### src/rtl/uart_rx_deframer.sv
// UART receive deframer: synchronises Rx, samples each bit at its centre, checks
// parity/stop/break and emits one push strobe per frame toward the RX FIFO.
module uart_rx_deframer #(
  parameter int SYSCLK_RATE = 100000000,
  parameter int BAUD_RATE   = 9600,
  parameter int DATA_BITS   = 8,
  parameter int PARITY_BIT  = 1,
  parameter int STOP_BITS   = 2
) (
  input  logic                 Clk,
  input  logic                 Rst_n,
  input  logic                 Rx,
  input  logic                 FIFO_Full,
  output logic [DATA_BITS-1:0] Rx_Data,
  output logic                 Rx_Valid,
  output logic [2:0]           Rx_Error,
  output logic                 Rx_Overrun,
  output logic                 Rx_Busy,
  output logic                 RTS
);

  localparam int CPB = SYSCLK_RATE / BAUD_RATE;
  localparam int CW  = $clog2(CPB);
  localparam logic [CW-1:0] CNT_LAST = CW'(CPB - 1);
  localparam logic [CW-1:0] CNT_HALF = CW'(CPB / 2 - 1);
  localparam logic [3:0]    DBIT_LAST = 4'(DATA_BITS - 1);
  localparam logic [3:0]    SBIT_LAST = 4'(STOP_BITS - 1);

  typedef enum logic [2:0] {
    IDLE, START, DATA, PARITY, STOP, BREAK_WAIT
  } state_t;

  state_t               state_q;
  logic [CW-1:0]        cnt_q;
  logic [3:0]           bit_q;
  logic [DATA_BITS-1:0] shift_q;
  logic                 rx_m_q, rx_s_q;
  logic                 par_err_q, par_zero_q;
  logic                 stop_err_q, stop_zero_q;
  logic [DATA_BITS-1:0] data_q;
  logic [2:0]           err_q;
  logic                 valid_q, ovr_q, rts_q;

  logic tick, frame_err_d, brk_d;

  assign tick = (cnt_q == CNT_LAST);
  // The final stop bit is folded in combinationally so the push lands one cycle after its sample.
  assign frame_err_d = stop_err_q | ~rx_s_q;
  assign brk_d       = (shift_q == '0) & par_zero_q & stop_zero_q & ~rx_s_q;

  always_ff @(posedge Clk or negedge Rst_n) begin
    if (!Rst_n) begin
      state_q     <= IDLE;
      cnt_q       <= '0;
      bit_q       <= '0;
      shift_q     <= '0;
      rx_m_q      <= 1'b1;
      rx_s_q      <= 1'b1;
      par_err_q   <= 1'b0;
      par_zero_q  <= 1'b1;
      stop_err_q  <= 1'b0;
      stop_zero_q <= 1'b1;
      data_q      <= '0;
      err_q       <= '0;
      valid_q     <= 1'b0;
      ovr_q       <= 1'b0;
      rts_q       <= 1'b0;
    end else begin
      rx_m_q  <= Rx;
      rx_s_q  <= rx_m_q;
      rts_q   <= ~FIFO_Full;
      valid_q <= 1'b0;
      ovr_q   <= 1'b0;
      case (state_q)
        IDLE: begin
          cnt_q <= '0;
          if (!rx_s_q) state_q <= START;
        end
        START: begin
          if (cnt_q == CNT_HALF) begin
            cnt_q       <= '0;
            bit_q       <= '0;
            par_err_q   <= 1'b0;
            par_zero_q  <= 1'b1;
            stop_err_q  <= 1'b0;
            stop_zero_q <= 1'b1;
            state_q     <= rx_s_q ? IDLE : DATA;
          end else cnt_q <= cnt_q + 1'b1;
        end
        DATA: begin
          if (tick) begin
            cnt_q   <= '0;
            shift_q <= (shift_q << 1) | DATA_BITS'(rx_s_q);
            if (bit_q == DBIT_LAST) begin
              bit_q   <= '0;
              state_q <= (PARITY_BIT != 0) ? PARITY : STOP;
            end else bit_q <= bit_q + 1'b1;
          end else cnt_q <= cnt_q + 1'b1;
        end
        PARITY: begin
          if (tick) begin
            cnt_q      <= '0;
            par_err_q  <= rx_s_q ^ (^shift_q);
            par_zero_q <= ~rx_s_q;
            state_q    <= STOP;
          end else cnt_q <= cnt_q + 1'b1;
        end
        STOP: begin
          if (tick) begin
            cnt_q <= '0;
            if (bit_q == SBIT_LAST) begin
              if (!FIFO_Full) begin
                valid_q <= 1'b1;
                data_q  <= brk_d ? '0 : shift_q;
                err_q   <= brk_d ? 3'b001 : {frame_err_d, par_err_q, 1'b0};
              end else ovr_q <= 1'b1;
              state_q <= brk_d ? BREAK_WAIT : IDLE;
            end else begin
              bit_q       <= bit_q + 1'b1;
              stop_err_q  <= stop_err_q | ~rx_s_q;
              stop_zero_q <= stop_zero_q & ~rx_s_q;
            end
          end else cnt_q <= cnt_q + 1'b1;
        end
        BREAK_WAIT: begin
          cnt_q <= '0;
          if (rx_s_q) state_q <= IDLE;
        end
        default: state_q <= IDLE;
      endcase
    end
  end

  assign Rx_Data    = data_q;
  assign Rx_Error   = err_q;
  assign Rx_Valid   = valid_q;
  assign Rx_Overrun = ovr_q;
  assign Rx_Busy    = (state_q != IDLE);
  assign RTS        = rts_q;

endmodule

### config.mk
export PLATFORM = sky130hd
export DESIGN_NAME = uart_rx_deframer
export DESIGN_NICKNAME = d
export VERILOG_FILES = /design/src/rtl/uart_rx_deframer.sv
export SDC_FILE = /design/constraint.sdc
export NUM_CORES = 1
export LEC_CHECK = 0
export ABC_CLOCK_PERIOD_IN_PS = 1910
export CAP_MARGIN = 5
export CORE_MARGIN = 2
export CORE_UTILIZATION = 39
export DETAILED_ROUTE_END_ITERATION = 16
export MAX_ROUTING_LAYER = met4
export PLACE_DENSITY_LB_ADDON = 0.25
export SLEW_MARGIN = 20
export SYNTH_ARGS = -nofsm -noshare
export SYNTH_HDL_FRONTEND = slang
export SYNTH_SLANG_ARGS = --single-unit
### constraint.sdc
create_clock -name Clk -period 1.91 [get_ports Clk]
set_input_delay 0.191 -clock Clk [delete_from_list [all_inputs] [get_ports Clk]]
set_output_delay 0.191 -clock Clk [all_outputs]
set_load 0.05 [all_outputs]
Word level (Yosys, flattened, before mapping)
Index checks and enable logic that the tools add are counted.
- output and inout bits: 15
- word-level logic and storage cells: 102
- bits of input ports: 4
- register bits after elaboration: 49
- add/sub/neg operators: 2
- muxes and demuxes: 42
- eq/ne operators: 18
- reduce and logical (&&, ||, !) cells: 16
- bitwise operators: 9
- operators with widths (cell ; count):
    $pmux W14 S3 ; 1
    $mux W3 ; 10
    $mux W14 ; 2
    $mux W4 ; 5
    $ne A2 B2 Y1 const B ; 9
    $pmux W3 S6 ; 1
    $mux W1 ; 16
    $add A14 B1 Y14 const B ; 1
    $eq A14 B13 Y1 const B ; 1
    $eq A14 B14 Y1 const B ; 1
    $pmux W4 S3 ; 1
    $reduce_bool A3 Y1 ; 3
    $logic_not A8 Y1 ; 1
    $mux W8 ; 1
    $or A8 B1 Y8 ; 1
    $pmux W1 S2 ; 4
    $reduce_and A4 Y1 ; 2
    $reduce_and A8 Y1 ; 1
    $reduce_xor A8 Y1 ; 1
    $eq A3 B2 Y1 const B ; 2
    $eq A3 B3 Y1 const B ; 2
    $reduce_and A5 Y1 ; 1
    $add A4 B1 Y4 const B ; 1
    $and A1 B1 Y1 ; 4
    other kinds (13) ; 15

Logic depth before layout (Yosys ltp)
Gate-level depths: netlist (run 1).
- word-level depth: 8
- depth in mapped cells: 8

Least setup slack after synthesis (run 1)
No wires, ideal clock.
- path kind: register to register
- from: register cnt_q[0]
- to: register data_q[0] (netlist: Rx_Data[0])
- library setup time: 0.122 ns
- slack: -0.027 ns
- arrival: 1.815 ns
- buffers on the path: 1
- stages on the path, launching flop included: 8
- cell sequence: dfrtp_1 -> ha_1 -> and4bb_1 -> nand4_2 -> or4_4 -> buf_2 -> nand2_1 -> o21ai_1
- longest elaborated chain between the ends: 2
- ends and longest elaborated chain (what ; line ; text):
    from (decl) ; 34 ; logic [CW-1:0] cnt_q;
    from (signal assigned) ; 88 ; end else cnt_q <= cnt_q + 1'b1;
    from (signal assigned) ; 98 ; end else cnt_q <= cnt_q + 1'b1;
    from (signal assigned) ; 106 ; end else cnt_q <= cnt_q + 1'b1;
    $eq A14 B14 Y1 ; 46 ; assign tick = (cnt_q == CNT_LAST);
    $reduce_and A4 Y1 (no line) ; - ;
    to (signal assigned) ; 114 ; data_q <= brk_d ? '0 : shift_q;
    to (decl) ; 40 ; logic [DATA_BITS-1:0] data_q;
Every way passes these cells.
A chain may end at the register's enable or synchronous reset.

Final worst setup path (run 1)
- from: register cnt_q[0]
- to: register err_q[0] (netlist: Rx_Error[0])
- longest elaborated chain between the ends: 2
- ends and longest elaborated chain (what ; line ; text):
    $eq A14 B14 Y1 ; 46 ;
    $reduce_and A4 Y1 (no line) ; - ;
    to (signal assigned) ; 115 ; err_q <= brk_d ? 3'b001 : {frame_err_d, par_err_q, 1'b0};
    to (decl) ; 41 ; logic [2:0] err_q;
Every way passes these cells.

==> results.json, run 1 <==
{
  "placed_cells": 366,
  "numClockSinks": 49,
  "grt-ovfl-total": 0,
  "vias_per_cell": 5.224,
  "worst-endpoint-required_ns": 2.14,
  "root_buffer": "clkbuf_8",
  "route.detailed.drc": 0,
  "grt_pass1_wl_um": 9239,
  "maxCapViolCount": 0,
  "cp.arrival_ns": 2.07,
  "hold_violations": 0,
  "setup_viol": 0,
  "synth.distinct_cells": 53,
  "slew_violations": 0,
  "netlist_area_mm2": 0.002482,
  "cts_buffers": 5,
  "peakVddDrop_uv": 288.0,
  "num_vias": 1980,
  "core_area_mm2": 0.006241,
  "rsz0062_at_grt": "yes",
  "grt_max_degree": 32,
  "start_util_pct": 39.78,
  "place.detailed.hpwl_um": 3685,
  "clockBufferDepth": 2,
  "dieHeight_um": 83.78,
  "io_pins": 19,
  "fin_cells": 379,
  "hold-path-cell-count": 1,
  "hold-worst-slack_ns": 0.2836,
  "h-tree-depth": 2,
  "worst_slew_pin_slew_ns": 0.6906,
  "skew_ns": 0.008371,
  "p_total_mw": 1.963,
  "syn_avg_cell_area_um2": 9.548,
  "min_path_type": "primary input to register",
  "synth-main-ff-cell": "dfrtp_1",
  "rr_startpoint": "cnt_q[0]",
  "drt_iter0_drc": 39,
  "grt_usage_pct": 16.57,
  "fin_crit_sh_pct": 96.37,
  "crit_type": "register to register",
  "fmax_ghz": 0.5433,
  "place_congestion": 0.8021,
  "worst_slew_margin_rel_pct": 53.96,
  "yosysSeqAreaShare_pct": 49.60,
  "dieArea_mm2": 0.007019,
  "grt_antenna_before_repair": 0,
  "p_per_area_mw_per_mm2": 629.2,
  "area_growth_pct": 25.71,
  "diodes": 0,
  "detail-route-antenna-nets": 0,
  "final_nets": 312,
  "numPortBuffers": 18,
  "layout_common_cells": "45 x dfrtp_1, 39 x nand2_1, 23 x buf_4",
  "syn_nets": 271,
  "critPathLaunch": "cnt_q[0]",
  "std_cell_rows": 29,
  "wl_um": 5312,
  "die-width_um": 83.78,
  "crit_end": "Rx_Error[0]",
  "worstSkewPairLatency_ns": 0.30,
  "critPathMaxFanout": 11,
  "status": "finished, final reports clean",
  "regToRegEndpoint": "Rx_Error[0]",
  "layout_commonest_cell": "dfrtp_1",
  "ff2ff_path_depth": 5,
  "grt_pass1_vias": 1980,
  "wl_per_cell_um": 14.02,
  "clk_pin_slew_ns": 0.09,
  "synth_edf_count": 0,
  "r2r_slack_ns": 0.07,
  "yosysWarnings": 0,
  "synthCells": 260,
  "drive_gt1_share_pct": 21.52,
  "fin_crit_ns": 1.841,
  "cp-end-kind": "register",
  "first_pass_iters": 4,
  "cts_tree": "built",
  "ys_ff_latch": 49,
  "p_leak_nw": 1.348,
  "worstSetupStartpointType": "register",
  "ys_async_sr_fraction_pct": 100.0
}
state kept, by name, indices dropped and copies added (netlist names):
signal and cells:
rx_s_q 1, stop_err_q 1, stop_zero_q 1, Rx_Error 3
Rx_Overrun 1, par_zero_q 1, state_q 3, RTS 1
Rx_Data 8, par_err_q 1, bit_q 4, Rx_Valid 1
rx_m_q 1, cnt_q 14, shift_q 8
layout make-up:
type	count	area, µm²
Clock buffer	6	82.58
Clock inverter	2	37.54
Fill cell	593	3120
Inverter	15	56.30
Multi-Input combinational cell	187	1237
Sequential cell	49	1231
Tap cell	77	96.34
Timing Repair Buffer	43	379.1
metal layers:
layer | vias to the layer above | global-route usage (%) | share of wire [%]
met4 | 0 | 3.519 | 1.0
met1 | 964 | 20.60 | 45
met5 | - | - | 0
met3 | 7 | 3.462 | 3.0
li1 | 982 | - | -
met2 | 27 | 28.07 | 51
critical path, cell delays in order (launching register included):
cell,delay (ns)
dfrtp_1,0.36
ha_2,0.18
and4bb_2,0.30
nand4_4,0.16
or4_4,0.61
o21ai_1,0.17
repair_timing:
item                                    CTS  global route
gates resized for setup                   7            12
hold buffers                              1             0
endpoints found under the setup margin   13            34
pin swaps                                 4             8
buffers inserted                          2             0
hold endpoints to repair                 25             0
cloned                                    2             0
power by group:
group | internal, mW | switching [mW] | total [mW]
combinational | 0.0399 | 0.0842 | 0.124
sequential | 1.05 | 0.00906 | 1.06
clock | 0.426 | 0.351 | 0.777
worst min path at each step:
stage / startpoint / endpoint / slack (ns)
global placement: Rst_n / RTS / 0.28
floorplan: Rst_n / RTS / -0.10
global route: Rx / rx_m_q / 0.28
CTS: Rx / rx_m_q / 0.28
detailed placement: Rst_n / RTS / 0.28
finish: Rx / rx_m_q / 0.28
metrics by stage:
stage	setup WS (ns)	setup TNS (ns)	util [%]	area, µm²
after global routing	-0.03563	-0.1326	50.00	3120
after global placement	-0.006550	-0.03709	46.11	2878
final	0.06941	0	50.00	3120
after CTS	0.02652	0	49.12	3065
after floorplan	0.003471	0	-	2491
after detailed placement	-0.06539	-0.4939	46.11	2878
cells by family after synthesis:
group / Yosys count / synth area share, %
and+or+nand+nor: 109 / 22.68
DFF: 49 / 49.60
AOI/OAI and AO/OA: 48 / 11.80
buffers and inverters: 26 / 4.435
xor gates and xnor gates: 15 / 5.292
adders and majority gates: 7 / 3.528
muxes: 6 / 2.671
cells in the mapped netlist, types with 4 or more instances:
cell	number	area [µm²]
dfstp_2	4	105.1
nand3_1	10	50.05
ha_1	7	87.58
nor2b_1	4	25.02
buf_2	4	20.02
o21ai_0	14	70.07
mux2_2	5	56.30
inv_1	15	56.30
xor2_1	6	52.55
dfrtp_1	45	1126
xnor2_1	9	78.83
nor2_1	21	78.83
clkbuf_1	6	22.52
nand2_1	41	153.9
o21ai_1	12	60.06
a21oi_1	6	30.03
(Power assumes the default switching activity.)
==> run 2, diff against run 1 <==
CORE_UTILIZATION = 52   (was 39)
==> run 2 against run 1 <==
The run now ends with setup timing left. Maximum frequency decreased by 5.8%. Final cell count decreased by 5.5%. Setup slack got worse by 0.11 ns. Global-route usage increased by 5.0 points. Register-to-register slack lost 0.11 ns. Die area is 24% lower. Critical path type unchanged. Largest cell class unchanged. Highest routed layer unchanged.
==> results.json, run 2 (synthesized netlist as in run 1, its figures left out) <==
{
  "worstSkewPairLatency_ns": 0.30,
  "drive_gt1_share_pct": 25.00,
  "crit_chain": "ha_2 > and4bb_2 > nand4_4 > or4_4 > nand2_2 > o21ai_2",
  "dieHeight_um": 73.09,
  "grt_usage_pct": 21.53,
  "min_path_type": "primary input to register",
  "route.detailed.drc": 0,
  "final_nets": 314,
  "first_pass_iters": 4,
  "maxCapViolCount": 0,
  "status": "complete, but fails checks",
  "p_leak_nw": 1.370,
  "num_vias": 1983,
  "setup_viol": 6,
  "clk_pin_slew_ns": 0.09,
  "drt_iter0_drc": 119,
  "dieArea_mm2": 0.005342,
  "die-width_um": 73.09,
  "top_register": "cnt_q",
  "fin_crit_sh_pct": 102.3,
  "multiInputGateArea_mm2": 0.001249,
  "core_area_mm2": 0.004661,
  "area_growth_pct": 25.96,
  "grt_antenna_before_repair": 0,
  "numClockSinks": 49,
  "rsz0062_at_grt": "yes",
  "postLayoutCellArea_mm2": 0.003127,
  "wl_per_cell_um": 14.70,
  "worstSetupStartpointType": "register",
  "crit_type": "register to register",
  "layout_commonest_cell": "dfrtp_1",
  "start_util_pct": 53.26,
  "slew_violations": 0,
  "detail-route-antenna-nets": 0,
  "place.detailed.hpwl_um": 3437,
  "h-tree-depth": 2,
  "clockBufferDepth": 2,
  "hold_violations": 0,
  "register_area_mm2": 0.001231,
  "post-place-ws_ns": -0.06921,
  "vias_per_cell": 5.539,
  "layout_common_cells": "45 x dfrtp_1, 34 x nand2_1, 25 x buf_4",
  "p_per_area_mw_per_mm2": 629.2,
  "violations": "setup timing",
  "cp.arrival_ns": 2.14,
  "crit_slowest_cell": "or4_4",
  "grt_pass1_wl_um": 8500,
  "worst-endpoint-required_ns": 2.10,
  "grt-ovfl-total": 0,
  "placedInstanceArea_mm2": 0.002869,
  "hold-worst-slack_ns": 0.2962,
  "setup_slack_ns": -0.04366,
  "root_buffer": "clkbuf_8",
  "worst_slew_margin_rel_pct": 64.02,
  "peakVddDrop_uv": 373.6,
  "grt_pass1_vias": 1878,
  "grt_max_degree": 28,
  "cts_buffers": 5,
  "numPortBuffers": 18,
  "fmax_ghz": 0.5119,
  "std_cell_rows": 25,
  "fin_crit_ns": 1.954,
  "wl_um": 5261,
  "cp_num_buf_inv": 0,
  "io_pins": 19,
  "worst_slew_pin_slew_ns": 0.5397,
  "cts_tree": "built",
  "fillers": 384,
  "largest_reg_flops": 14,
  "cp-end-kind": "register",
  "place_congestion": 0.8801,
  "crit_path_max_incr_delay_ns": 0.66,
  "fin_setup_tns_ns": -0.2112,
  "critPathTopFamily": "simple AND/OR/NAND/NOR gates",
  "skew_ns": 0.007570,
  "fin_util_pct": 67.09,
  "diodes": 0,
  "critPathMaxFanout": 6
}
==> run 2: power by group <==
group | switching (mW) | leakage (nW) | internal (mW)
sequential | 0.0106 | 0.628 | 1.05
combinational | 0.0856 | 0.685 | 0.0441
clock | 0.347 | 0.0574 | 0.426
==> run 2: path summary, 6_finish.rpt <==
kind	cells after the start	from	to	slack (ns)
worst max-delay path	6	cnt_q[1]	Rx_Data[3]	-0.04
worst min-delay path	1	Rx	rx_m_q	0.30
worst max register to register	6	cnt_q[1]	Rx_Data[3]	-0.04
worst min register to register	0	rx_m_q	rx_s_q	0.36
max in group asynchronous	3	Rst_n	rx_s_q	0.90
min in group asynchronous	2	Rst_n	Rx_Valid	0.39
==> run 2: area by class of cell <==
class	instances	area share, %
Clock inverter	2	1.200
Timing Repair Buffer	45	12.89
Clock buffer	6	2.641
Tap cell	54	2.161
Multi-Input combinational cell	187	39.94
Sequential cell	49	39.38
Inverter	15	1.801
==> run 2: repair_timing <==
action / in CTS / in global routing
pin swaps: 0 / 13
endpoints found under the setup margin: 14 / 18
gates cloned: 1 / 1
hold buffers: 1 / 0
hold endpoints to repair: 22 / 0
setup buffers: 0 / 3
gates resized for setup: 3 / 23
==> run 2: per-layer routing <==
metal  global-route usage [%]  routed length (µm)  share of wire, %
met3                    4.282                 206               3.9
met1                    26.34                2326                44
met5                        -                   0                 0
met2                    35.14                2573                49
met4                    8.230                 155               2.9
==> run 2: stage by stage <==
step / total power [mW] / cells
global placement: 1.205 / 344
CTS: 1.989 / 354
finish: 1.967 / 358
floorplan: 1.147 / 260
global route: 2.036 / 358
detailed placement: 1.207 / 344
==> run 3, diff against run 2 <==
GPL_ROUTABILITY_DRIVEN = 0   (was unset)
REMOVE_ABC_BUFFERS = 1   (was unset)
==> run 3 against run 2 <==
The run now ends clean. Clock power fell by 22%. Maximum frequency rose by 4.3%. Combinational power fell by 3%. Setup slack improved by 0.081 ns. Critical path type unchanged. Sequential cell count unchanged. Clock skew is 0.0019 ns lower. Critical path depth did not move. Wire length down 1.3%. Die area did not move. Register-to-register slack better by 0.08 ns. Sequential power about the same. Largest cell class unchanged.
==> results.json, run 3 (synthesized netlist as in run 1, its figures left out) <==
{
  "crit_type": "register to register",
  "clockBufferDepth": 2,
  "postLayoutCellArea_mm2": 0.003138,
  "hold-worst-slack_ns": 0.2936,
  "fin_crit_sh_pct": 98.05,
  "crit_slowest_cell": "or4_4",
  "critPathTopFamily": "simple AND/OR/NAND/NOR gates",
  "worstSkewPairLatency_ns": 0.30,
  "status": "finished, final reports clean",
  "cp.arrival_ns": 2.11,
  "p_leak_nw": 1.391,
  "h-tree-depth": 2,
  "crit_path_max_incr_delay_ns": 0.60,
  "largest_reg_flops": 14,
  "place.detailed.hpwl_um": 3718,
  "start_util_pct": 53.26,
  "final_nets": 323,
  "critPathMaxFanout": 11,
  "peakVddDrop_uv": 329.0,
  "fin_crit_ns": 1.873,
  "fmax_ghz": 0.5339,
  "grt-ovfl-total": 0,
  "route.detailed.drc": 0,
  "placedInstanceArea_mm2": 0.002929,
  "layout_common_cells": "45 x dfrtp_1, 39 x nand2_1, 35 x buf_4",
  "io_pins": 19,
  "grt_usage_pct": 23.02,
  "slew_violations": 0,
  "drive_gt1_share_pct": 23.64,
  "dieArea_mm2": 0.005342,
  "fillers": 370,
  "area_growth_pct": 26.41,
  "cts_buffers": 5,
  "fin_util_pct": 67.33,
  "maxCapViolCount": 0,
  "clk_pin_slew_ns": 0.09,
  "skew_ns": 0.005692,
  "drt_iter0_drc": 55,
  "numPortBuffers": 18,
  "worst_slew_pin_slew_ns": 0.5163,
  "setup_viol": 0,
  "min_path_type": "primary input to register",
  "layout_commonest_cell": "dfrtp_1",
  "cp_num_buf_inv": 1,
  "grt_antenna_before_repair": 0,
  "fin_cells": 367,
  "grt_pass1_vias": 1998,
  "core_area_mm2": 0.004661,
  "detail-route-antenna-nets": 0,
  "dieHeight_um": 73.09,
  "vias_per_cell": 5.471,
  "cp-end-kind": "register",
  "std_cell_rows": 25,
  "worst_slew_margin_rel_pct": 65.58,
  "placed_cells": 354,
  "worst-endpoint-required_ns": 2.14,
  "root_buffer": "clkbuf_8",
  "fin_setup_tns_ns": 0,
  "crit_chain": "ha_4 > and4bb_1 > buf_4 > nand4_4 > or4_4 > o21ai_1",
  "worstSetupStartpointType": "register",
  "wl_per_cell_um": 14.15,
  "p_per_area_mw_per_mm2": 571.8,
  "first_pass_iters": 4,
  "diodes": 0,
  "grt_max_degree": 29,
  "rsz0062_at_grt": "yes",
  "top_register": "cnt_q",
  "cts_tree": "built",
  "num_vias": 2008,
  "hold_violations": 0,
  "wl_um": 5193,
  "numClockSinks": 49,
  "die-width_um": 73.09,
  "grt_pass1_wl_um": 9190
}
## run 3: cell count changes in the layout (fill, tap and decap cells not counted), sizes merged
cell      before  now
buf           28   37
bufinv         1    0
clkinvlp       1    2
## run 3: timing repair
action,in CTS,in global routing
endpoints found under the setup margin,26,38
gates cloned,2,0
buffers inserted,2,0
resized for setup,7,14
hold buffers,1,0
hold endpoints to repair,20,0
pin swaps,5,5
## run 3: metal layers
layer / up-vias / wire (µm) / track usage (%)
met2: 35 / 2589 / 38.24
met1: 959 / 2337 / 27.82
met5: - / 0 / -
li1: 1000 / - / -
met4: 0 / 107 / 8.230
met3: 14 / 159 / 4.558
## run 3: layout make-up
cell class / instances / area, µm² / share of cell area [%]
inverter: 15 / 56.30 / 1.794
timing repair buffer: 54 / 457.9 / 14.59
clock buffer: 6 / 72.57 / 2.313
tap: 54 / 67.56 / 2.153
sequential: 49 / 1231 / 39.23
multi-input combinational: 187 / 1237 / 39.43
clock inverter: 2 / 15.01 / 0.4785
## run 3: final timing paths
| check | startpoint | slack (ns) | endpoint | cells past startpoint |
|---|---|---|---|---|
| max in group asynchronous | Rst_n | 0.93 | rx_m_q | 3 |
| hold / removal | Rx | 0.29 | rx_m_q | 1 |
| setup / recovery | cnt_q[1] | 0.04 | Rx_Error[1] | 6 |
| setup reg to reg | cnt_q[1] | 0.04 | Rx_Error[1] | 6 |
| min in group asynchronous | Rst_n | 0.38 | Rx_Valid | 2 |
| hold reg to reg | rx_m_q | 0.36 | rx_s_q | 0 |
## run 3: metrics by stage
| step | worst slack [ns] | power (mW) |
|---|---|---|
| 2_1_floorplan | 0.01880 | 1.146 |
| 3_3_place_gp | -0.1500 | 1.206 |
| 3_5_place_dp | -0.2931 | 1.208 |
| 4_1_cts | 0.006815 | 1.817 |
| 5_1_grt | -0.05466 | 1.868 |
| 6_report | 0.03715 | 1.794 |
## run 3: where the power goes
group | internal, mW | switching (mW) | total (mW)
combinational | 0.0411 | 0.0849 | 0.126
sequential | 1.05 | 0.00916 | 1.06
clock | 0.258 | 0.347 | 0.606
